==> src/rtl/manchester_decoder_pkg.sv <==
`default_nettype none
// ============================================================================
//  Module      : manchester_pkg
//  Description : Shared types and interval-bound helpers for the Manchester
//                decoder (FSM states, interval classes, class bounds).
//  Revision    : 1.0 - initial release
// ============================================================================
package manchester_pkg;

    typedef enum logic [1:0] {
        HUNT     = 2'd0,
        ACQUIRE  = 2'd1,
        MID      = 2'd2,
        BOUNDARY = 2'd3
    } state_t;

    typedef enum logic [1:0] {
        SHORT   = 2'd0,
        LONG    = 2'd1,
        INVALID = 2'd2
    } iclass_t;

    // Half-bit interval bounds (inclusive)
    function automatic int short_min(input int half_bit, input int tol);
        return half_bit - tol;
    endfunction

    function automatic int short_max(input int half_bit, input int tol);
        return half_bit + tol;
    endfunction

    // Full-bit interval bounds (inclusive)
    function automatic int long_min(input int half_bit, input int tol);
        return 2 * half_bit - tol;
    endfunction

    function automatic int long_max(input int half_bit, input int tol);
        return 2 * half_bit + tol;
    endfunction

    // First interval length that can no longer be a valid long interval
    function automatic int timeout_cycles(input int half_bit, input int tol);
        return 2 * half_bit + tol + 1;
    endfunction

endpackage
`default_nettype wire

==> src/rtl/manchester_decoder_edge_interval_timer.sv <==
`default_nettype none
// ============================================================================
//  Module      : edge_interval_timer
//  Description : Saturating elapsed-cycle counter restarted on every line
//                edge, interval classifier (SHORT/LONG/INVALID) and line-idle
//                timeout flag.
//  Revision    : 1.0 - initial release
// ============================================================================
module edge_interval_timer
    import manchester_pkg::*;
#(
    parameter int HALF_BIT = 8,
    parameter int TOL      = 2,
    parameter int CNT_W    = 16
) (
    input  logic    clock,
    input  logic    reset,
    input  logic    i_any_edge,
    output iclass_t o_interval_class,
    output logic    o_timeout
);

    localparam logic [CNT_W-1:0] c_cnt_max   = '1;
    localparam logic [CNT_W:0]   c_short_min = (CNT_W+1)'(short_min(HALF_BIT, TOL));
    localparam logic [CNT_W:0]   c_short_max = (CNT_W+1)'(short_max(HALF_BIT, TOL));
    localparam logic [CNT_W:0]   c_long_min  = (CNT_W+1)'(long_min(HALF_BIT, TOL));
    localparam logic [CNT_W:0]   c_long_max  = (CNT_W+1)'(long_max(HALF_BIT, TOL));
    localparam logic [CNT_W:0]   c_timeout   = (CNT_W+1)'(timeout_cycles(HALF_BIT, TOL));

    generate
        if (2 * TOL >= HALF_BIT) begin : g_bad_tol
            $error("edge_interval_timer: 2*TOL must be smaller than HALF_BIT");
        end
        if ($clog2(timeout_cycles(HALF_BIT, TOL) + 1) > CNT_W) begin : g_bad_cnt_w
            $error("edge_interval_timer: CNT_W too narrow for the timeout count");
        end
    endgenerate

    logic [CNT_W-1:0] r_elapsed;
    logic [CNT_W:0]   w_interval;

    // Cycles since the last edge; restarts on each edge, sticks at all-ones
    always_ff @(posedge clock) begin
        if (reset) begin
            r_elapsed <= '0;
        end else if (i_any_edge) begin
            r_elapsed <= '0;
        end else if (r_elapsed != c_cnt_max) begin
            r_elapsed <= r_elapsed + 1'b1;
        end
    end

    // The counter reads I-1 in the cycle an edge arrives I cycles after the last one
    assign w_interval = {1'b0, r_elapsed} + {{CNT_W{1'b0}}, 1'b1};

    // Classify the interval that an edge in this cycle would close
    always_comb begin
        o_interval_class = INVALID;
        if (w_interval >= c_short_min && w_interval <= c_short_max) begin
            o_interval_class = SHORT;
        end else if (w_interval >= c_long_min && w_interval <= c_long_max) begin
            o_interval_class = LONG;
        end
    end

    assign o_timeout = (w_interval >= c_timeout);

endmodule
`default_nettype wire

==> src/rtl/manchester_decoder.sv <==
`default_nettype none
// ============================================================================
//  Module      : manchester_decoder
//  Description : Manchester (IEEE 802.3 polarity) decoder. Locks on a 0,1
//                sync pair, tracks mid-bit phase, emits bits and MSB-first
//                bytes, and flags decode errors and end of frame.
//  Revision    : 1.0 - initial release
// ============================================================================
module manchester_decoder
    import manchester_pkg::*;
#(
    parameter int HALF_BIT = 8,
    parameter int TOL      = 2,
    parameter int CNT_W    = 16
) (
    input  logic       clock,
    input  logic       reset,
    input  logic       digital_in,
    input  logic       any_edge,
    output logic       bit_out,
    output logic       bit_valid,
    output logic [7:0] byte_out,
    output logic       byte_valid,
    output logic       frame_end,
    output logic       decode_error,
    output logic       locked
);

    iclass_t    w_class;
    logic       w_timeout;

    state_t     r_state;
    state_t     w_state_next;
    logic [2:0] r_bit_count;
    logic [2:0] w_bit_count_next;
    logic [7:0] r_shift;
    logic [7:0] w_shift_next;
    logic       w_emit;
    logic       w_byte_done;
    logic       w_error;
    logic       w_frame_end;

    logic       r_bit_out;
    logic       r_bit_valid;
    logic [7:0] r_byte_out;
    logic       r_byte_valid;
    logic       r_frame_end;
    logic       r_decode_error;

    edge_interval_timer #(
        .HALF_BIT (HALF_BIT),
        .TOL      (TOL),
        .CNT_W    (CNT_W)
    ) u_timer (
        .clock            (clock),
        .reset            (reset),
        .i_any_edge       (any_edge),
        .o_interval_class (w_class),
        .o_timeout        (w_timeout)
    );

    // Phase-tracking next state, bit assembly and strobe requests
    always_comb begin
        w_state_next     = r_state;
        w_bit_count_next = r_bit_count;
        w_shift_next     = r_shift;
        w_emit           = 1'b0;
        w_byte_done      = 1'b0;
        w_error          = 1'b0;
        w_frame_end      = 1'b0;

        case (r_state)
            HUNT: begin
                if (any_edge) begin
                    w_state_next = ACQUIRE;
                end
            end
            ACQUIRE: begin
                // The long interval closing on the sync '1' mid-edge fixes phase
                if (any_edge && w_class == LONG) begin
                    w_state_next     = MID;
                    w_bit_count_next = '0;
                    w_shift_next     = '0;
                end
            end
            MID: begin
                if (any_edge) begin
                    case (w_class)
                        SHORT:   w_state_next = BOUNDARY;
                        LONG:    w_emit       = 1'b1;
                        default: w_error      = 1'b1;
                    endcase
                end else if (w_timeout) begin
                    w_frame_end = 1'b1;
                end
            end
            BOUNDARY: begin
                if (any_edge) begin
                    if (w_class == SHORT) begin
                        w_state_next = MID;
                        w_emit       = 1'b1;
                    end else begin
                        w_error = 1'b1;
                    end
                end else if (w_timeout) begin
                    w_frame_end = 1'b1;
                end
            end
            default: w_state_next = HUNT;
        endcase

        // A mid-bit edge carries the bit in the new line level
        if (w_emit) begin
            w_shift_next     = {r_shift[6:0], digital_in};
            w_bit_count_next = r_bit_count + 3'd1;
            w_byte_done      = (r_bit_count == 3'd7);
        end

        // Errors restart acquisition from this edge; timeouts drop back to hunting
        if (w_error) begin
            w_state_next     = ACQUIRE;
            w_bit_count_next = '0;
            w_shift_next     = '0;
        end
        if (w_frame_end) begin
            w_state_next     = HUNT;
            w_bit_count_next = '0;
            w_shift_next     = '0;
        end
    end

    // State, assembly registers and one-cycle-latency output strobes
    always_ff @(posedge clock) begin
        if (reset) begin
            r_state        <= HUNT;
            r_bit_count    <= '0;
            r_shift        <= '0;
            r_bit_out      <= 1'b0;
            r_bit_valid    <= 1'b0;
            r_byte_out     <= '0;
            r_byte_valid   <= 1'b0;
            r_frame_end    <= 1'b0;
            r_decode_error <= 1'b0;
        end else begin
            r_state        <= w_state_next;
            r_bit_count    <= w_bit_count_next;
            r_shift        <= w_shift_next;
            r_bit_valid    <= w_emit;
            r_byte_valid   <= w_byte_done;
            r_frame_end    <= w_frame_end;
            r_decode_error <= w_error;
            if (w_emit) begin
                r_bit_out <= digital_in;
            end
            if (w_byte_done) begin
                r_byte_out <= w_shift_next;
            end
        end
    end

    assign bit_out      = r_bit_out;
    assign bit_valid    = r_bit_valid;
    assign byte_out     = r_byte_out;
    assign byte_valid   = r_byte_valid;
    assign frame_end    = r_frame_end;
    assign decode_error = r_decode_error;
    assign locked       = (r_state == MID) || (r_state == BOUNDARY);

endmodule
`default_nettype wire
==> config.mk <==
export PLATFORM = sky130hd
export DESIGN_NAME = manchester_decoder
export DESIGN_NICKNAME = d
export VERILOG_FILES = /design/src/rtl/manchester_decoder_pkg.sv /design/src/rtl/manchester_decoder_edge_interval_timer.sv /design/src/rtl/manchester_decoder.sv
export SDC_FILE = /design/constraint.sdc
export NUM_CORES = 1
export LEC_CHECK = 0
export CAP_MARGIN = 25
export CORE_ASPECT_RATIO = 1.25
export CORE_UTILIZATION = 25
export CTS_BUF_LIST = sky130_fd_sc_hd__clkbuf_8
export DETAILED_ROUTE_END_ITERATION = 12
export GPL_TIMING_DRIVEN = 0
export PLACE_DENSITY_LB_ADDON = 0.2
export SLEW_MARGIN = 0
export SYNTH_ARGS = -nofsm -noshare
export SYNTH_HDL_FRONTEND = slang
export SYNTH_SLANG_ARGS = --single-unit
==> constraint.sdc <==
create_clock -name clock -period 4.2 [get_ports clock]
set_clock_uncertainty 0.05 [all_clocks]
set_input_delay 1.26 -clock clock [delete_from_list [all_inputs] [get_ports clock]]
set_output_delay 1.26 -clock clock [all_outputs]
set_load 0.05 [all_outputs]
# [After elaboration in Yosys (flattened, before gate mapping)]
# Index checks and enable logic that the tools add are counted.
[totals] register_bits=42 in_bits=4 output_inout_bits=14 word_cells=85
[op_classes] add_sub_neg=3 n_lt_le_gt_ge=5 eq_ne=18 mux=32 reduce_logical=16
[op_table] operator="2-to-1 mux 8 bit" n=5
[op_table] operator="inequality test 3 bit, second input constant" n=6
[op_table] operator="adder 16 x 1 -> 17 bit, second input constant" n=1
[op_table] operator="greater-or-equal comparator 17 x 3 -> 1 bit, second input constant" n=1
[op_table] operator="greater-or-equal comparator 17 x 4 -> 1 bit, second input constant" n=1
[op_table] operator="greater-or-equal comparator 17 x 5 -> 1 bit, second input constant" n=1
[op_table] operator="<= comparator 17 x 4 -> 1 bit, second input constant" n=1
[op_table] operator="<= comparator 17 x 5 -> 1 bit, second input constant" n=1
[op_table] operator="adder 16 x 1 -> 16 bit, second input constant" n=1
[op_table] operator="2-to-1 mux 2 bit" n=8
[op_table] operator="inequality test 16 bit, second input constant" n=1
[op_table] operator="2-to-1 mux 1 bit" n=13
[op_table] operator="inequality test 2 bit, second input constant" n=6
[op_table] operator="AND reduction 6 bit" n=2
[op_table] operator="2-to-1 mux 3 bit" n=3
[op_table] operator="one-hot mux 2 bit (4 select lines)" n=1
[op_table] operator="OR reduction 2 bit" n=4
[op_table] operator="== test 2 x 1 -> 1 bit, second input constant" n=2
[op_table] operator="== test 2 bit, second input constant" n=2
[op_table] operator="logical NOT 2 bit" n=2
[op_table] operator="one-hot mux 1 bit (2 select lines)" n=2
[op_table] operator="nonzero test 2 bit" n=2
[op_table] operator="adder 3 x 1 -> 3 bit, second input constant" n=1
[op_table] operator="== test 3 bit, second input constant" n=1
[op_table] operator="other kinds (4)" n=6

# [Longest topological paths before layout]
[depth] ltp_word=12 depth_mapped=11 ltp_nobuf=9

# [Modules after synthesis]
# A second synthesis with hierarchy kept.
[unflattened] hier_cells=264 hier_area_um2=2356.0
[by_module_without_submodules] module="manchester_decoder" n_inst=1 cells_each=131 area_each_um2=1212.4 seq_area_each_um2=500.5
[by_module_without_submodules] module="edge_interval_timer" n_inst=1 cells_each=133 area_each_um2=1143.6 seq_area_each_um2=320.3

# [Worst setup path after synthesis]
# OpenSTA, ideal clock, no wires.
[synth_path] path_type="reg-to-reg" from="reg u_timer.r_elapsed[1]" to="reg r_shift[0]" setup_ns=0.125 t_arrival_ns=2.300 required_ns=4.025 path_slack_ns=1.725 stages_incl_launch_ff=11 n_path_buf=2 period_less_slack_ns=2.475 path_cell_list="dfxtp_1 -> ha_1 -> buf_4 -> nand3_2 -> nor3_1 -> mux2i_1 -> o311ai_2 -> or2_1 -> buf_6 -> o31ai_1 -> a21oi_1"
[synth_between] elab_chain_len=12 word_cells_on_any_way=32 classes_between="add/sub: 1; order compare: 5; eq/ne: 1; mux: 20; reduce/logical: 5"
[synth_lines] item="from (decl)" line_no="manchester_decoder_edge_interval_timer.sv:39" text="logic [CNT_W-1:0] r_elapsed;"
[synth_lines] item="from (signal assigned)" line_no="manchester_decoder_edge_interval_timer.sv:49" text="r_elapsed <= r_elapsed + 1'b1;"
[synth_lines] item="adder 16 x 1 -> 17 bit *" line_no="manchester_decoder_edge_interval_timer.sv:54" text="assign w_interval = {1'b0, r_elapsed} + {{CNT_W{1'b0}}, 1'b1};"
[synth_lines] item="greater-or-equal comparator 17 x 4 -> 1 bit / <= comparator 17 x 5 -> 1 bit (equally long branches)" line_no="manchester_decoder_edge_interval_timer.sv:61" text="end else if (w_interval >= c_long_min && w_interval <= c_long_max) begin"
[synth_lines] item="logical AND 1 bit" line_no="manchester_decoder_edge_interval_timer.sv:61"
[synth_lines] item="2-to-1 mux 2 bit" line_no="manchester_decoder_edge_interval_timer.sv:61"
[synth_lines] item="2-to-1 mux 2 bit" line_no="manchester_decoder_edge_interval_timer.sv:59" text="if (w_interval >= c_short_min && w_interval <= c_short_max) begin"
[synth_lines] item="== test 2 x 1 -> 1 bit / logical NOT 2 bit (equally long branches)" line_no="manchester_decoder.sv:80, manchester_decoder.sv:88, manchester_decoder.sv:99"
[synth_lines] item="2-to-1 mux 1 bit (tied with other cells)" line_no="manchester_decoder.sv:88" text="case (w_class)"
[synth_lines] item="2-to-1 mux 1 bit (tied with other cells)" line_no="manchester_decoder.sv:87" text="if (any_edge) begin"
[synth_lines] item="one-hot mux 1 bit (2 select lines) (tied with other cells)" line_no="manchester_decoder.sv:72" text="case (r_state)"
[synth_lines] item="2-to-1 mux 8 bit / one-hot mux 1 bit (2 select lines) (equally long branches)" line_no="manchester_decoder.sv:113, manchester_decoder.sv:72"
[synth_lines] item="2-to-1 mux 8 bit" line_no="manchester_decoder.sv:120" text="if (w_error) begin"
[synth_lines] item="2-to-1 mux 8 bit *" line_no="manchester_decoder.sv:125" text="if (w_frame_end) begin"
[synth_lines] item="to (signal assigned)" line_no="manchester_decoder.sv:147" text="r_shift <= w_shift_next;"
[synth_lines] item="to (decl)" line_no="manchester_decoder.sv:36" text="logic [7:0] r_shift;"
# Every way passes the cells marked *; elsewhere a longest branch is shown, timed or not.
# A chain may end at the register's enable or synchronous reset.

# [Final worst setup path]
[layout_path] from="reg r_state[1]" to="out locked"
[layout_between] elab_chain_len=2 word_cells_on_any_way=3 classes_between="eq/ne: 2; reduce/logical: 1"
[layout_lines] item="from (decl)" line_no="manchester_decoder.sv:32" text="state_t r_state;"
[layout_lines] item="from (signal assigned)" line_no="manchester_decoder.sv:145" text="r_state <= w_state_next;"
[layout_lines] item="== test 2 bit" line_no="manchester_decoder.sv:167" text="assign locked = (r_state == MID) || (r_state == BOUNDARY);"
[layout_lines] item="logical OR 1 bit *" line_no="manchester_decoder.sv:167"
[layout_lines] item="to (decl)" line_no="manchester_decoder.sv:26" text="output logic locked"
# Marks and branches as above.

==> flow_metrics.tcl <==
set metrics [dict create \
    status "finished, final reports clean" \
    cts_tree "built" \
    p_leak_nw 0.913 \
    layoutNonFillerInstCount 412 \
    gp_congestion 0.755 \
    seqPwrFrac_pct 55.7 \
    irDropWorstVdd_mv 0.114 \
    drc 0 \
    syn_nets 273 \
    synthAdderAreaFrac_pct 2.69 \
    setup_tns_ns 0 \
    htreeDepth 2 \
    fillCellCount 1000 \
    tightestPinTransition_ns 0.534 \
    layout_setup_ws_ns 1.02 \
    muxShareOfSynthArea_pct 0.860 \
    post-route-period-util_pct 75.7 \
    clkPwrFrac_pct 39.7 \
    grt_setup_unrepaired "no" \
    cts_hold_buf 0 \
    finalMaxSlewViolations 0 \
    clk_pin_slew_worst_paths_ns 0.09 \
    die_w_um 88.3 \
    critPathArrivalTime_ns 1.87 \
    dp_hpwl_um 4050 \
    io_buffers 17 \
    finalHoldViolations 0 \
    cap_violations 0 \
    clockRootBuffer "clkbuf_8" \
    grt_pass1_wl_um 9140 \
    dp.cells 404 \
    yosys.area_share.simple_pct 19.7 \
    syn_avg_cell_area_um2 8.82 \
    clock-sinks 41 \
    row_count 39 \
    viasPerCell 4.83 \
    cts-buffers-inserted 5 \
    synth_cells 264 \
    avgRoutedWirePerCell_um 13.7 \
    netlist_area_um2 2330 \
    nNetsFinal 297 \
    wl_um 5660 \
    holdCritPathClass "reg -> reg" \
    yosysSeqAreaShare_pct 35.3 \
    fin_util_pct 30.2 \
    cts_resized 0 \
    intPower_mw 0.523 \
    slew_headroom_pct 64.0 \
    grt_pass1_vias 1944 \
    p_sw_share_pct 25.8 \
    preCtsSetupSlack_ns 1.09 \
    yosysWarnings 0 \
    die_area_um2 9700 \
    diodes 0 \
    power_frac_comb_pct 4.7 \
    drtIter0Drc 63 \
    fin_crit_ns 3.18 \
    synth.largest_area_cell "dfxtp_1" \
    final_common_cell "dfxtp_1" \
    start_util_pct 25.6 \
    powerDensity_nw_per_um2 257 \
    setup_viol 0 \
    insertion_delay_ns 0.31 \
    fmax_ghz 0.314 \
    start_kind "flip-flop" \
    die_h_um 110 \
    critPathCaptureType "output port" \
    track_usage_pct 12.2 \
    synth.distinct_cells 51 \
    final_antenna_net_count 0 \
    grt_max_degree 16 \
    synth_compound_area_share_pct 27.0 \
    drive_gt1_share_pct 14.5 \
    antenna_found_initial 0 \
    num_io_pins 18 \
    yosys_register_bits 41 \
    p_sw_mw 0.182 \
    synth_xor_xnor_area_share_pct 6.72 \
    dr_total_vias 1992 \
    synth_top_family_by_area "compound AO/OA/AOI/OAI gates" \
    crit_type "reg -> out" \
    cp_max_fo 9 \
    final_cell_mix "dfxtp_1, a21oi_1, nand3_1" \
    cp.required_ns 2.89 \
    synthToLayoutAreaGrowth_pct 18.0 \
    grt_overflow 0 \
    post-cts-setup-buffers 0 \
    cts_buffer_depth 2 \
    core_um2 9080 \
    drt_pre_antenna_iters 4 \
    synth.top_cell.area_share_pct 35.3 \
    synth_area_leaders "dfxtp_1, a21oi_1, nand3_1, nand4_1, xnor2_1" \
]
[final timing paths]
path	from	slack, ns	endpoint	cells past startpoint
max	r_state[1]$_SDFFE_PP0P_	1.02	locked	3
min	r_bit_count[2]$_SDFFE_PP0P_	0.43	r_bit_count[2]$_SDFFE_PP0P_	2
max reg2reg	u_timer.r_elapsed[1]$_SDFFE_PP0P_	1.29	r_shift[0]$_SDFF_PP0_	10
min reg2reg	r_bit_count[2]$_SDFFE_PP0P_	0.43	r_bit_count[2]$_SDFFE_PP0P_	2
[layout make-up]
| type | instances | area [um2] | area share, % |
|---|---|---|---|
| clock buffer | 5 | 68.8 | 2.51 |
| tap | 123 | 154 | 5.61 |
| timing repair buffer | 17 | 170 | 6.20 |
| sequential | 41 | 821 | 29.9 |
| buffer | 23 | 138 | 5.01 |
| multi-input combinational | 189 | 1330 | 48.4 |
| inverter | 11 | 41.3 | 1.50 |
| clock inverter | 3 | 25.0 | 0.912 |
[per-layer routing]
layer | vias up | global-route usage (%) | share of wire, %
met5 | - | 0 | 0
met4 | 0 | 4.26 | 1.1
met3 | 8 | 2.48 | 1.7
met2 | 14 | 21.6 | 50
met1 | 948 | 14.5 | 47
li1 | 1022 | - | -
[kinds of logic after synthesis]
group	after synthesis
buffers and inverters	34
adder cells (fa/ha/maj)	5
multiplexers	2
flip-flops	41
AO/OA/AOI/OAI	83
AND/OR/NAND/NOR	82
XOR/XNOR	17
[registers in the layout, indices dropped and copies added (netlist names)]
name and count:
u_timer.r_elapsed 16, byte_out 8, r_shift 7, r_bit_count 3, r_state 2, bit_out 1, bit_valid 1, byte_valid 1
decode_error 1, frame_end 1
[per-stage QoR]
step	hold slack, ns	instance area [um2]	total power [mW]
after floorplan	0.393	2330	0.422
final	0.433	2750	0.704
after CTS	0.433	2750	0.717
after global routing	0.445	2750	0.735
after global placement	0.409	2650	0.434
after detailed placement	0.415	2650	0.435
[cells in the mapped netlist (all sizes together)]
master,number
dfxtp,41
a21oi,37
nand3,21
nor2,16
buf,15
nand4,13
o21ai,12
inv,11
nand2,11
o31ai,9
xnor2,9
clkbuf,8
xor2,8
nor3,7
and3,5
ha,5
a211oi,4
o2111a,3
o211ai,3
a311oi,2
a41o,2
and4,2
mux2i,2
nand2b,2
o211a,2
o311ai,2
or2,2
a2111oi,1
a211o,1
a311o,1
a41oi,1
nor4,1
o221ai,1
o31a,1
o41ai,1
or3,1
or4,1
[power by group through the flow]
| stage | registers (mW) | clock network, mW | logic, mW |
|---|---|---|---|
| 2_1_floorplan | 0.401 | 0 | 0.0218 |
| 3_3_place_gp | 0.401 | 0 | 0.0332 |
| 3_5_place_dp | 0.401 | 0 | 0.0333 |
| 4_1_cts | 0.392 | 0.292 | 0.0336 |
| 5_1_grt | 0.392 | 0.306 | 0.0364 |
| 6_report | 0.392 | 0.280 | 0.0328 |
[worst max-delay path: stages (launching register included)]
cell             delay, ns
dfxtp_1               0.31
clkbuf_1              0.32
clkbuf_1              0.13
clkdlybuf4s50_1       0.81
Power figures use the tool's default switching activity.
